==> src/rtl/axi_tagctrl_tagc_arb.sv <==
// Purpose: shares one tag cache port between the read unit (idx 0) and the write unit (idx 1).
// Latency: zero cycles on both paths; request and response steering are purely combinational.
// Backpressure: a grant is held until it is accepted; requests stall while the routing FIFO is full.
//
// Ports:
//   clk_i, rst_ni                         clock, async active-low reset
//   rd_req_* / wr_req_*                   requester request channels (valid/ready)
//   rd_rsp_* / wr_rsp_*                   requester response channels (valid/ready)
//   tagc_req_* / tagc_rsp_*               shared tag cache request/response channels
//   outstanding_o                         routing FIFO occupancy
//   err_unexp_rsp_o                       sticky: response arrived with nothing outstanding
module axi_tagctrl_tagc_arb #(
  parameter int unsigned MaxOutstanding = 4,
  parameter type tagc_req_t = logic,
  parameter type tagc_rsp_t = logic
) (
  input  logic                                clk_i,
  input  logic                                rst_ni,
  input  tagc_req_t                           rd_req_i,
  input  logic                                rd_req_valid_i,
  output logic                                rd_req_ready_o,
  output tagc_rsp_t                           rd_rsp_o,
  output logic                                rd_rsp_valid_o,
  input  logic                                rd_rsp_ready_i,
  input  tagc_req_t                           wr_req_i,
  input  logic                                wr_req_valid_i,
  output logic                                wr_req_ready_o,
  output tagc_rsp_t                           wr_rsp_o,
  output logic                                wr_rsp_valid_o,
  input  logic                                wr_rsp_ready_i,
  output tagc_req_t                           tagc_req_o,
  output logic                                tagc_req_valid_o,
  input  logic                                tagc_req_ready_i,
  input  tagc_rsp_t                           tagc_rsp_i,
  input  logic                                tagc_rsp_valid_i,
  output logic                                tagc_rsp_ready_o,
  output logic [$clog2(MaxOutstanding):0]     outstanding_o,
  output logic                                err_unexp_rsp_o
);

  localparam int unsigned CntW = $clog2(MaxOutstanding) + 1;
  localparam int unsigned PtrW = (MaxOutstanding > 1) ? $clog2(MaxOutstanding) : 1;

  // Arbitration state
  logic last_q, last_d;
  logic lock_q, lock_d;
  logic lock_idx_q, lock_idx_d;
  logic err_q, err_d;

  // Routing FIFO of source indices
  logic            mem_q [MaxOutstanding];
  logic [PtrW-1:0] wr_ptr_q, wr_ptr_d;
  logic [PtrW-1:0] rd_ptr_q, rd_ptr_d;
  logic [CntW-1:0] cnt_q, cnt_d;

  logic full, empty, src;
  logic gnt_vld, gnt_idx, gnt_req_vld;
  logic push, pop;

  assign full  = (cnt_q == CntW'(MaxOutstanding));
  assign empty = (cnt_q == '0);
  assign src   = mem_q[rd_ptr_q];

  // Grant selection; a held grant overrides everything else.
  always_comb begin
    gnt_vld = 1'b0;
    gnt_idx = 1'b0;
    if (lock_q) begin
      gnt_vld = 1'b1;
      gnt_idx = lock_idx_q;
    end else if (rd_req_valid_i && !wr_req_valid_i) begin
      gnt_vld = 1'b1;
      gnt_idx = 1'b0;
    end else if (wr_req_valid_i && !rd_req_valid_i) begin
      gnt_vld = 1'b1;
      gnt_idx = 1'b1;
    end else if (rd_req_valid_i && wr_req_valid_i) begin
      gnt_vld = 1'b1;
      gnt_idx = ~last_q;
    end
  end

  // Request path; full uses the registered count, so a same-cycle pop does not unblock.
  assign gnt_req_vld      = gnt_idx ? wr_req_valid_i : rd_req_valid_i;
  assign tagc_req_valid_o = !full && gnt_vld && gnt_req_vld;
  assign tagc_req_o       = gnt_idx ? wr_req_i : rd_req_i;
  assign rd_req_ready_o   = !full && gnt_vld && !gnt_idx && tagc_req_ready_i;
  assign wr_req_ready_o   = !full && gnt_vld &&  gnt_idx && tagc_req_ready_i;
  assign push             = tagc_req_valid_o && tagc_req_ready_i;

  // Response path; with nothing outstanding every beat is accepted and dropped.
  assign rd_rsp_o         = tagc_rsp_i;
  assign wr_rsp_o         = tagc_rsp_i;
  assign rd_rsp_valid_o   = !empty && !src && tagc_rsp_valid_i;
  assign wr_rsp_valid_o   = !empty &&  src && tagc_rsp_valid_i;
  assign tagc_rsp_ready_o = empty ? 1'b1 : (src ? wr_rsp_ready_i : rd_rsp_ready_i);
  assign pop              = !empty && tagc_rsp_valid_i && tagc_rsp_ready_o;

  always_comb begin
    lock_d     = lock_q;
    lock_idx_d = lock_idx_q;
    last_d     = last_q;
    wr_ptr_d   = wr_ptr_q;
    rd_ptr_d   = rd_ptr_q;
    err_d      = err_q | (empty && tagc_rsp_valid_i);
    if (push) begin
      lock_d   = 1'b0;
      last_d   = gnt_idx;
      wr_ptr_d = (wr_ptr_q == PtrW'(MaxOutstanding - 1)) ? '0 : wr_ptr_q + PtrW'(1);
    end else if (tagc_req_valid_o) begin
      lock_d     = 1'b1;
      lock_idx_d = gnt_idx;
    end
    if (pop) begin
      rd_ptr_d = (rd_ptr_q == PtrW'(MaxOutstanding - 1)) ? '0 : rd_ptr_q + PtrW'(1);
    end
    cnt_d = cnt_q + CntW'(push) - CntW'(pop);
  end

  always_ff @(posedge clk_i or negedge rst_ni) begin
    if (!rst_ni) begin
      last_q     <= 1'b1;
      lock_q     <= 1'b0;
      lock_idx_q <= 1'b0;
      err_q      <= 1'b0;
      wr_ptr_q   <= '0;
      rd_ptr_q   <= '0;
      cnt_q      <= '0;
      for (int i = 0; i < MaxOutstanding; i++) mem_q[i] <= 1'b0;
    end else begin
      last_q     <= last_d;
      lock_q     <= lock_d;
      lock_idx_q <= lock_idx_d;
      err_q      <= err_d;
      wr_ptr_q   <= wr_ptr_d;
      rd_ptr_q   <= rd_ptr_d;
      cnt_q      <= cnt_d;
      if (push) mem_q[wr_ptr_q] <= gnt_idx;
    end
  end

  assign outstanding_o   = cnt_q;
  assign err_unexp_rsp_o = err_q;

endmodule
==> config.mk <==
export PLATFORM = sky130hd
export DESIGN_NAME = axi_tagctrl_tagc_arb
export DESIGN_NICKNAME = d
export VERILOG_FILES = /design/src/rtl/axi_tagctrl_tagc_arb.sv
export SDC_FILE = /design/constraint.sdc
export NUM_CORES = 1
export LEC_CHECK = 0
export CAP_MARGIN = 20
export CELL_PAD_IN_SITES_DETAIL_PLACEMENT = 2
export CELL_PAD_IN_SITES_GLOBAL_PLACEMENT = 2
export CORE_UTILIZATION = 29
export DETAILED_ROUTE_END_ITERATION = 10
export PLACE_DENSITY = 0.78
export SYNTH_ARGS = -nofsm -noshare
export SYNTH_HDL_FRONTEND = slang
export SYNTH_SLANG_ARGS = --single-unit
==> constraint.sdc <==
create_clock -name clk_i -period 3.2 [get_ports clk_i]
set_input_delay 0.64 -clock clk_i [delete_from_list [all_inputs] [get_ports clk_i]]
set_output_delay 0.64 -clock clk_i [all_outputs]
set_load 0.02 [all_outputs]
==> reports/metrics.csv, run 1 <==
metric,value,unit
status,"complete, but fails checks",
failing checks,DRC,
clock tree buffer depth,2,
synthesis-to-finish area growth,30.1,%
"Avg Cell Area, Syn",11.3,µm²
share of the synthesized area in the top cell type,0.398,
WL/cell,15.1,µm
"Net count, final",122,
CP max FO,7,
vias in the first global route,769,
Final Skew,0.00468,ns
number of max-cap violations,0,
Port Buf Inserts,20,
Slew headroom,0.511,
overall die height,57.1,µm
Final Hold Fails,0,
worst setup path category,primary input to output pin,
Total GRT Usage,0.146,
first-pass GRT wire length,3.53,mm
Pwr Total,1.13,mW
fillers,313,
CTS buffer count,3,
"most common cell after layout, fill and taps aside",clkdlybuf4s50_1,
YS warnings,0,
Worst Path Arrival,2.38,ns
grt ovf,0,
# diodes,0,
RSZ-0062 raised after global routing,no,
# hold bufs at CTS,0,
setup_tns,0,ns
CTS resizes,0,
Min-Delay Path Class,flip-flop to flip-flop,
DR iter-0 viols,13,
CTS tree,built,
post-DP HPWL,1.62,mm
setup bufs post-CTS,0,
fin. max-slew vios,0,
post-synthesis instance total,78,
vias post-DR,669,
Lkg Pwr,0.514,nW
RePlAce Congestion,0.686,
# placed instances,129,
Initial Util,0.314,
Final Critical Period,3.02,ns
Cell Rows,19,
DIE WIDTH,57.1,µm
syn_nets,97,
Util after Layout,0.409,
largest net degree at the start of global routing,16,
die footprint,3260,µm²
"FF+latch count, synth",15,
vias per cell,5.03,
startpoint class of the critical path,primary input,
Clock Tree Root,clkbuf_4,
peak supply drop,0.330,mV
ANT nets after route,0,
top_reg_cell synth,dfrtp_1,
CTS H-tree lvls,1,
FMAX,331,MHz
final setup violation count,0,
CP Capture Type,output pin,
Post-synth EDFFs,0,
Core ar.,2810,µm²
post-synthesis cell type count,27,
DRC,2,
DR pass1 iterations,7,
clk_lat worst skew,0.30,ns
CTS clock-pin slew for the worst setup and hold paths,0.09,ns
initial antenna violation count,0,
TritonCTS Sinks,15,
ys async rst share,1.00,
total wire length,2.00,mm
sequential element share of the synthesized area,0.428,
fin crit share,0.944,
Non-Filler Instances,133,
Post-Syn Area,881,µm²
pwr dens,985,nW/µm²
Worst-Margin Slew,0.731,ns
CP required,2.56,ns
layout cells sized above 1,0.176,
"area leader, netlist",dfrtp_1,
# IOs,24,
most frequent cells in the layout,"clkdlybuf4s50_1, dfrtp_1, mux2_2, inv_1",
Synth area leaders,"dfrtp_1, mux2_2, ha_1",
## worst paths after layout
path	startpoint	endpoint	slack, ns	cells past startpoint
max reg2reg	rd_ptr_q[0]	outstanding_o[2]	0.61	9
max	wr_req_valid_i	wr_req_ready_o	0.18	5
min reg2reg	err_unexp_rsp_o	err_unexp_rsp_o	0.48	1
max in group asynchronous	rst_ni	mem_q[2]	1.97	1
min in group asynchronous	rst_ni	wr_ptr_q[1]	0.77	1
min	err_unexp_rsp_o	err_unexp_rsp_o	0.48	1
## critical path, cell delays in order
cell	delay, ns
clkdlybuf4s50_1	0.53
nor3_1	0.09
a211o_1	0.37
nor2b_1	0.14
clkdlybuf4s50_1	0.61
## Yosys cell counts (all sizes together), types with 2 or more instances
library cell / count
xnor2: 2
inv: 8
nor3: 3
nand2: 5
mux2: 11
ha: 7
buf: 2
nor2: 7
dfrtp: 14
nor4b: 4
## kinds of logic (layout without fill, tap and decap cells)
group | Yosys count | after routing | synth area share
AND/OR/NAND/NOR | 25 | 25 | 0.158
flip-flops | 15 | 15 | 0.428
AO/OA/AOI/OAI | 5 | 5 | 0.0440
XOR/XNOR | 2 | 2 | 0.0199
adder cells (fa/ha/maj) | 8 | 8 | 0.122
buffers and inverters | 10 | 34 | 0.0511
multiplexers | 13 | 13 | 0.178
## routing by layer
layer	GRT usage	up-vias	wire length (µm)
met5	0	-	0
met1	0.174	341	875
met2	0.250	9	1020
li1	-	314	-
met4	0.0732	0	42
met3	0.0272	5	62
## area by class of cell
type / instances / area (µm²) / area share
clock buffer: 4 / 26.3 / 0.0229
inverter: 8 / 30.0 / 0.0262
multi-input combinational: 53 / 459 / 0.401
sequential: 15 / 377 / 0.329
tap: 31 / 38.8 / 0.0338
timing repair buffer: 22 / 215 / 0.188
## stage by stage
step	hold slack (ns)	setup slack, ns	instance area (µm²)
finish	0.484	0.179	1150
floorplan	0.344	0.636	881
global placement	0.462	0.134	1120
CTS	0.495	0.170	1150
detailed placement	0.469	0.0604	1120
global route	0.522	0.113	1150
## flip-flops by register name, indices dropped and copies added, names as in the netlist
signal	cells
mem_q	4
rd_ptr_q	2
wr_ptr_q	2
lock_idx_q	1
last_q	1
err_unexp_rsp_o	1
outstanding_o	3
lock_q	1
## power by group
group	total, mW	leakage, nW	internal (mW)	switching (mW)
combinational	0.647	0.323	0.337	0.310
clock	0.118	0.0150	0.0486	0.0692
sequential	0.364	0.176	0.286	0.0780
total	1.13	0.514	0.671	0.457
Power figures use the tool's default switching activity.
==> inputs of run 2 (changes only) <==
CORE_MARGIN = 2   (was unset)
clock period = 3.1 ns   (was 3.2 ns; I/O delays follow)
==> reports/metrics.csv, run 2 (synthesis results as in run 1) <==
metric,value,unit
sequential power share,0.322,
Final Critical Period,2.97,ns
Slew headroom,0.519,
vias post-DR,681,
first-pass GRT wire length,3.71,mm
fin area,1160,µm²
"Net count, final",124,
CTS H-tree lvls,1,
met1 Resource Use GR,0.172,
largest net degree at the start of global routing,16,
# hold bufs at CTS,0,
clock share of power,0.099,
final worst slack,0.134,ns
clock tree buffer depth,2,
total wire length,2.18,mm
DP Area,1130,µm²
synthesis-to-finish area growth,32.0,%
status,"finished, final reports clean",
met2 Usage GRT,0.270,
worst setup path category,primary input to output pin,
Port Buf Inserts,20,
initial antenna violation count,0,
DIE WIDTH,59.1,µm
pwr dens,1010,nW/µm²
crit-path most repeated cell,clkdlybuf4s50_1,
"Most flops, register",mem_q,
max reg flops,4,
vias in the first global route,770,
Critical-path top delay cell,clkdlybuf4s50_1,
DR pass1 iterations,2,
Internal,0.695,mW
Post-Place Worst Slack,-0.0552,ns
CTS resizes,0,
fin. max-slew vios,0,
most used routing layer in global routing,met2,
Min-Delay Path Class,flip-flop to flip-flop,
overall die height,59.1,µm
peak supply drop,0.352,mV
grt ovf,0,
Crit path max-delay family,buffers and inverters,
DRC,0,
vias per cell,5.04,
Lkg Pwr,0.526,nW
met3 Track Usage GR,0.0131,
Core ar.,2830,µm²
Buf/Inv on CP,2,
CTS clock-pin slew for the worst setup and hold paths,0.10,ns
fin crit share,0.957,
Initial Util,0.311,
TritonCTS Sinks,15,
Final Hold Fails,0,
CP Cell Sequence,"clkdlybuf4s50_1, nor3_1, a211o_1, nor2b_1, clkdlybuf4s50_1",
FMAX,337,MHz
switching share of power,0.409,
CP required,2.48,ns
worst stage delay on the critical path,0.61,ns
RePlAce Congestion,0.689,
die footprint,3490,µm²
most frequent cells in the layout,"clkdlybuf4s50_1, dfrtp_1, mux2_2, inv_1",
# placed instances,131,
startpoint class of the critical path,primary input,
clk_lat worst skew,0.29,ns
P_sw,0.481,mW
Worst Path Arrival,2.35,ns
"most common cell after layout, fill and taps aside",clkdlybuf4s50_1,
combinational share of power,0.579,
fillers,309,
Cell Rows,19,
RSZ-0062 raised after global routing,no,
ANT nets after route,0,
number of max-cap violations,0,
final setup violation count,0,
CTS buffer count,3,
# IOs,24,
setup_tns,0,ns
layout cells sized above 1,0.202,
post-DP HPWL,1.79,mm
Total GRT Usage,0.145,
# diodes,0,
CTS tree,built,
Pwr Total,1.18,mW
WL/cell,16.2,µm
DR iter-0 viols,9,
CP max FO,4,
Final Skew,0.00878,ns
CP Capture Type,output pin,
Clock Tree Root,clkbuf_4,
Non-Filler Instances,135,
Worst-Margin Slew,0.719,ns
setup bufs post-CTS,0,
## run 2: cell types whose count changed in the layout (fill, tap and decap cells not counted)
cell	delta
buf_4	+2
clkbuf_1	-1
clkinv_2	+1
## run 2: path summary, 6_finish.rpt
| check | start | to | slack (ns) | cells after the start |
|---|---|---|---|---|
| worst min register to register | err_unexp_rsp_o | err_unexp_rsp_o | 0.49 | 1 |
| worst max-delay path | wr_req_valid_i | wr_req_ready_o | 0.13 | 5 |
| min in group asynchronous | rst_ni | lock_q | 0.75 | 1 |
| worst min-delay path | err_unexp_rsp_o | err_unexp_rsp_o | 0.49 | 1 |
| max in group asynchronous | rst_ni | wr_ptr_q[1] | 1.89 | 1 |
| worst max register to register | rd_ptr_q[0] | outstanding_o[2] | 0.47 | 9 |
## run 2: layer usage
metal  up-vias  routed length [µm]
met5         -                   0
met4         0                  19
met3         2                  51
met2        15                1230
met1       344                 887
li1        320                   -
## run 2: final cells by class
cell class,instances,area [µm²],share of cell area
clock inverter,1,5.00,0.00431
tap,31,38.8,0.0334
timing repair buffer,24,230,0.198
clock buffer,3,22.5,0.0194
multi-input combinational,53,459,0.395
inverter,8,30.0,0.0258
sequential,15,377,0.324
## run 2: power by group through the flow
stage	Clock, mW	Combinational [mW]	Sequential (mW)
floorplan	0	0.403	0.388
global placement	0	0.648	0.374
detailed placement	0	0.694	0.385
CTS	0.121	0.697	0.381
global route	0.132	0.765	0.397
finish	0.116	0.681	0.379
## run 2: stage by stage
stage          hold WS [ns]  utilization
2_1_floorplan         0.324            -
3_3_place_gp          0.461        0.401
3_5_place_dp          0.468        0.401
4_1_cts               0.492        0.411
5_1_grt               0.545        0.411
6_report              0.488        0.411
==> RTL edit 1: new RTL, config.mk and constraints of run 1 <==
Set the parameter `MaxOutstanding` to 8 (it was 4).
--- a/src/rtl/axi_tagctrl_tagc_arb.sv
+++ b/src/rtl/axi_tagctrl_tagc_arb.sv
@@ -12,3 +12,3 @@
 module axi_tagctrl_tagc_arb #(
-  parameter int unsigned MaxOutstanding = 4,
+  parameter int unsigned MaxOutstanding = 8,
   parameter type tagc_req_t = logic,
Interface: changed (resized outstanding_o); port bits go from 24 to 25. The function was not compared with the original's and may differ.
==> RTL edit 1 against run 1 <==
Setup slack got worse by 54 ps; design area up 44%; total power is 44% higher; hold slack better by 0.62 ps; global-route usage up 1.5 points; sequential cell count up 7; synthesized cell count up 40%; first-iteration DRC count rose to 2.5 times the old value; routed wire length is 60% higher; synthesized area rose by 45%; combinational power rose by 38%; critical path type unchanged; largest cell class unchanged; highest routed layer unchanged.
==> RTL edit 1: results (changes against run 1) <==
<table>
<tr><th>Metric</th><th>Value</th></tr>
<tr><th colspan="2">Global routing</th></tr>
<tr><td>Global-route wire length before repair</td><td>5310 um (+50%)</td></tr>
<tr><td>Grt met2 use</td><td>0.293 (+0.0425)</td></tr>
<tr><td>Met3 track demand over resource</td><td>0.0217 (-0.00554)</td></tr>
<tr><th colspan="2">Timing</th></tr>
<tr><td>Clk_skew</td><td>1.67 ps (-3.01 ps)</td></tr>
<tr><td>Pin slew with the least headroom to its limit</td><td>383 ps (-349 ps)</td></tr>
<tr><th colspan="2">Place</th></tr>
<tr><td>Total cell area at the placement stage</td><td>1580 sq um (+41%)</td></tr>
<tr><td>Placed Cells</td><td>183 (+42%)</td></tr>
<tr><td>Worst setup slack after placement</td><td>-83.6 ps (-144 ps)</td></tr>
<tr><td>Placer's final routability congestion estimate</td><td>0.823 (+20%)</td></tr>
<tr><th colspan="2">Synthesis</th></tr>
<tr><td>Share of synthesized area spent on multiplexers</td><td>0.206 (+0.0287)</td></tr>
<tr><td>Parity-gate share of the synthesized area counting xor and xnor cells</td><td>0.0138 (-0.00613)</td></tr>
<tr><td>Arithmetic-cell share of the synthesized area counting full adders, half adders and majority gates</td><td>0.114 (-0.00821)</td></tr>
<tr><td>Top cells by area, synth</td><td>sky130_fd_sc_hd__dfrtp_1 (41%), sky130_fd_sc_hd__mux2_2 (11%), sky130_fd_sc_hd__ha_1 (9.8%)</td></tr>
<tr><td>Synthesized netlist net count</td><td>131 (+35%)</td></tr>
<tr><td>Sequential share of the synthesized area</td><td>0.433 (+0.00565)</td></tr>
<tr><th colspan="2">Route</th></tr>
<tr><td>Overall via count from detail_route</td><td>935 (+40%)</td></tr>
<tr><td>Drt first-iter violations</td><td>33 (+20)</td></tr>
<tr><th colspan="2">Critical path</th></tr>
<tr><td>Data arrival time of the critical path</td><td>2430 ps (+50 ps)</td></tr>
<tr><td>Crit path largest cell delay</td><td>540 ps (-70 ps)</td></tr>
<tr><th colspan="2">Pwr</th></tr>
<tr><td>Leakage dissipation</td><td>0.753 nW (+46%)</td></tr>
<tr><td>Switching Share</td><td>0.405 (about the same)</td></tr>
<tr><th colspan="2">Status</th></tr>
<tr><td>Status</td><td>finished clean</td></tr>
<tr><th colspan="2">Clocking</th></tr>
<tr><td>Buffer cell driving the clock tree root</td><td>sky130_fd_sc_hd__clkbuf_8</td></tr>
<tr><td>Clock latency at the later pin of the worst-skew pair</td><td>260 ps (-40 ps)</td></tr>
<tr><th colspan="2">Layout</th></tr>
<tr><td>Nets@finish</td><td>161 (+32%)</td></tr>
<tr><td>Fraction of layout cells with a size suffix above 1</td><td>0.239 (+0.0627)</td></tr>
<tr><td>Flip-flop count of the largest register after layout</td><td>8 (+4)</td></tr>
</table>
## RTL edit 1: layer usage
metal / up-vias / wire [um]
met4: 0 / 49
met5: - / 0
li1: 443 / -
met2: 14 / 1750
met1: 474 / 1330
met3: 4 / 74
## RTL edit 1: area by class of cell
cell class / count / area, sq um
Inverter: 8 / 30.0
Tap cell: 50 / 62.6
Fill cell: 437 / 2470
Timing Repair Buffer: 29 / 275
Multi-Input combinational cell: 75 / 682
Sequential cell: 22 / 553
Clock buffer: 4 / 45.0
## RTL edit 1: timing repair
action	in CTS	in global routing
setup endpoints to repair	1	3
resized for setup	1	4
pin swaps	0	0
buffers inserted	1	0
## RTL edit 1: logic make-up (layout without fill, tap and decap cells)
logic type,count (synthesis),after routing
flops,22,22
simple gates,31,31
compound gates,10,10
buf+inv,12,41
xor+xnor,2,2
mux,21,21
fa+ha+maj,11,11
## RTL edit 1: power groups by stage
| stage | sequential [W] | clock (W) | combinational, W |
|---|---|---|---|
| final | 0.000545 | 0.000182 | 0.000895 |
| after global routing | 0.000569 | 0.000198 | 0.000989 |
| after CTS | 0.000545 | 0.000190 | 0.000905 |
| after detailed placement | 0.000551 | 0 | 0.000878 |
| after global placement | 0.000538 | 0 | 0.000804 |
| after floorplan | 0.000545 | 0 | 0.000534 |
## RTL edit 1: worst paths after layout
kind / from / to / slack (ps) / cells after the start
max: wr_req_valid_i / tagc_req_o / 130 / 5
min: err_unexp_rsp_o / err_unexp_rsp_o / 480 / 1
max reg2reg: rd_ptr_q[0] / outstanding_o[1] / 270 / 11
min reg2reg: err_unexp_rsp_o / err_unexp_rsp_o / 480 / 1
max in group asynchronous: rst_ni / last_q / 2190 / 2
min in group asynchronous: rst_ni / mem_q[6] / 730 / 2
==> RTL edit 2: new RTL, flow settings as in run 1 <==
Without the edit above. Put one more register stage on the output `err_unexp_rsp_o`. The value now appears one clock later. The other outputs are not delayed to match.
--- a/src/rtl/axi_tagctrl_tagc_arb.sv
+++ b/src/rtl/axi_tagctrl_tagc_arb.sv
@@ -142,3 +142,5 @@
   assign outstanding_o   = cnt_q;
-  assign err_unexp_rsp_o = err_q;
+  always_ff @(posedge clk_i) begin
+    err_unexp_rsp_o <= err_q;
+  end
 
Check against the original RTL: not equivalent (a bounded check fails within 4 cycles, from zero or initial values and one cycle with rst_ni low).
==> RTL edit 2 against run 1 <==
Routed wire length up 7.0%; setup slack got worse by 31 ps; combinational power shrank 0.8%; sequential cell count increased by 1; core utilization rose by 0.37 points; hold slack got worse by 99 ps; total power up 3.4%; fmax decreased by 1.0%; first-iteration DRC count fell by 15%; synthesized area rose by 2.3%; design area rose by 2.6%.
==> RTL edit 2: results (changes against run 1) <==
<table>
<tr><th>Metric</th><th>Value</th></tr>
<tr><th colspan="2">Synthesis</th></tr>
<tr><td>Post-synthesis cell type count</td><td>28 (+3.7%)</td></tr>
<tr><td>Fraction of registers with async set or reset after synthesis</td><td>0.938 (-0.0625)</td></tr>
<tr><td>Synthesized netlist net count</td><td>98 (+1.0%)</td></tr>
<tr><td>Top cells by area, synth</td><td>sky130_fd_sc_hd__dfrtp_1 (39%), sky130_fd_sc_hd__mux2_2 (11%), sky130_fd_sc_hd__ha_1 (9.7%)</td></tr>
<tr><td>Sequential share of the synthesized area</td><td>0.440 (+0.0127)</td></tr>
<tr><th colspan="2">Pwr</th></tr>
<tr><td>Leakage dissipation</td><td>0.528 nW (+2.8%)</td></tr>
<tr><th colspan="2">Route</th></tr>
<tr><td>Post-DR vias/cell</td><td>5.07 (+0.74%)</td></tr>
<tr><td>Drt first-iter violations</td><td>11 (-2)</td></tr>
<tr><td>Overall via count from detail_route</td><td>679 (+1.5%)</td></tr>
<tr><td>Final routed wire length divided by cell count</td><td>16.0 um (+6.2%)</td></tr>
<tr><td>Number of iterations in the first detailed-routing pass</td><td>2 (-5)</td></tr>
<tr><th colspan="2">Min path</th></tr>
<tr><td>End point of the most critical hold path</td><td>err_unexp_rsp_o</td></tr>
<tr><td>Depth of the worst hold-timing path</td><td>0 (-1)</td></tr>
<tr><td>Beginning of the worst hold path</td><td>err_q</td></tr>
<tr><th colspan="2">Global routing</th></tr>
<tr><td>Vias in the first global route</td><td>790 (+2.7%)</td></tr>
<tr><td>Global-route wire length before repair</td><td>3760 um (+6.5%)</td></tr>
<tr><td>Total track usage</td><td>0.152 (+0.00644)</td></tr>
<tr><th colspan="2">Clocking</th></tr>
<tr><td>Clock-pin slew of the registers on the worst-case setup and hold paths</td><td>110 ps (+20 ps)</td></tr>
<tr><th colspan="2">Timing</th></tr>
<tr><td>Worst slew margin relative to its limit</td><td>0.509 (-0.00154)</td></tr>
<tr><td>Worst hold slack</td><td>385 ps (-99.0 ps)</td></tr>
<tr><th colspan="2">Layout</th></tr>
<tr><td>Nets@finish</td><td>123 (+0.82%)</td></tr>
<tr><td>Design area</td><td>1180 sq um (+2.6%)</td></tr>
<tr><td>Fraction of layout cells with a size suffix above 1</td><td>0.184 (+0.00800)</td></tr>
<tr><th colspan="2">Place</th></tr>
<tr><td>Total cell area at the placement stage</td><td>1140 sq um (+1.8%)</td></tr>
<tr><td>Placer's final routability congestion estimate</td><td>0.721 (+5.1%)</td></tr>
<tr><th colspan="2">Status</th></tr>
<tr><td>Status</td><td>finished clean</td></tr>
</table>
RTL edit 2: cell types whose count changed after synthesis:
| cell | run 1 | this run |
|---|---|---|
| sky130_fd_sc_hd__dfxtp_1 | 0 | 1 |
RTL edit 2: per-stage QoR:
| step | setup WS, ps | power (W) |
|---|---|---|
| 6_report | 148 | 0.00117 |
| 5_1_grt | 41.3 | 0.00127 |
| 4_1_cts | 141 | 0.00119 |
| 3_5_place_dp | 52.6 | 0.00104 |
| 3_3_place_gp | 124 | 0.000999 |
| 2_1_floorplan | 636 | 0.000784 |
RTL edit 2: layout make-up:
class	instances	area share
well taps	31	0.0330
repair buffers	22	0.183
flip-flops and latches	16	0.337
multi-input cells	53	0.390
inverters	8	0.0255
clock buffers	4	0.0309
RTL edit 2: worst max path at each step:
stage	endpoint	slack (ps)	cells past startpoint
3_3_place_gp	outstanding_o[2]	120	11
4_1_cts	wr_req_ready_o	140	5
3_5_place_dp	outstanding_o[2]	50	11
5_1_grt	wr_req_ready_o	40	5
2_1_floorplan	outstanding_o[2]	640	10
6_report	wr_req_ready_o	150	5
RTL edit 2: metal layers:
metal | share of wire | GRT usage | vias up | wire length [um]
li1 | - | - | 320 | -
met1 | 0.42 | 0.175 | 349 | 902
met2 | 0.55 | 0.282 | 8 | 1170
met3 | 0.026 | 0.0335 | 2 | 55
met4 | 0.0061 | 0.0442 | 0 | 13
met5 | 0 | 0 | - | 0
RTL edit 2: power breakdown:
part	switching, W	internal, W	total [W]
clock network	0.0000751	0.0000693	0.000144
logic	0.000306	0.000336	0.000642
registers	0.0000790	0.000301	0.000380
total	0.000460	0.000707	0.00117
RTL edit 2: logic make-up after synthesis:
logic type,Yosys count,synth area share
mux,13,0.174
compound gates,5,0.0431
buf+inv,10,0.0500
xor+xnor,2,0.0194
simple gates,25,0.154
fa+ha+maj,8,0.119
flops,16,0.440
RTL edit 2: critical path: stages:
cell,delay [ps]
sky130_fd_sc_hd__clkdlybuf4s50_1,520
sky130_fd_sc_hd__nor3_1,90
sky130_fd_sc_hd__a211o_1,390
sky130_fd_sc_hd__nor2b_1,160
sky130_fd_sc_hd__clkdlybuf4s50_1,610
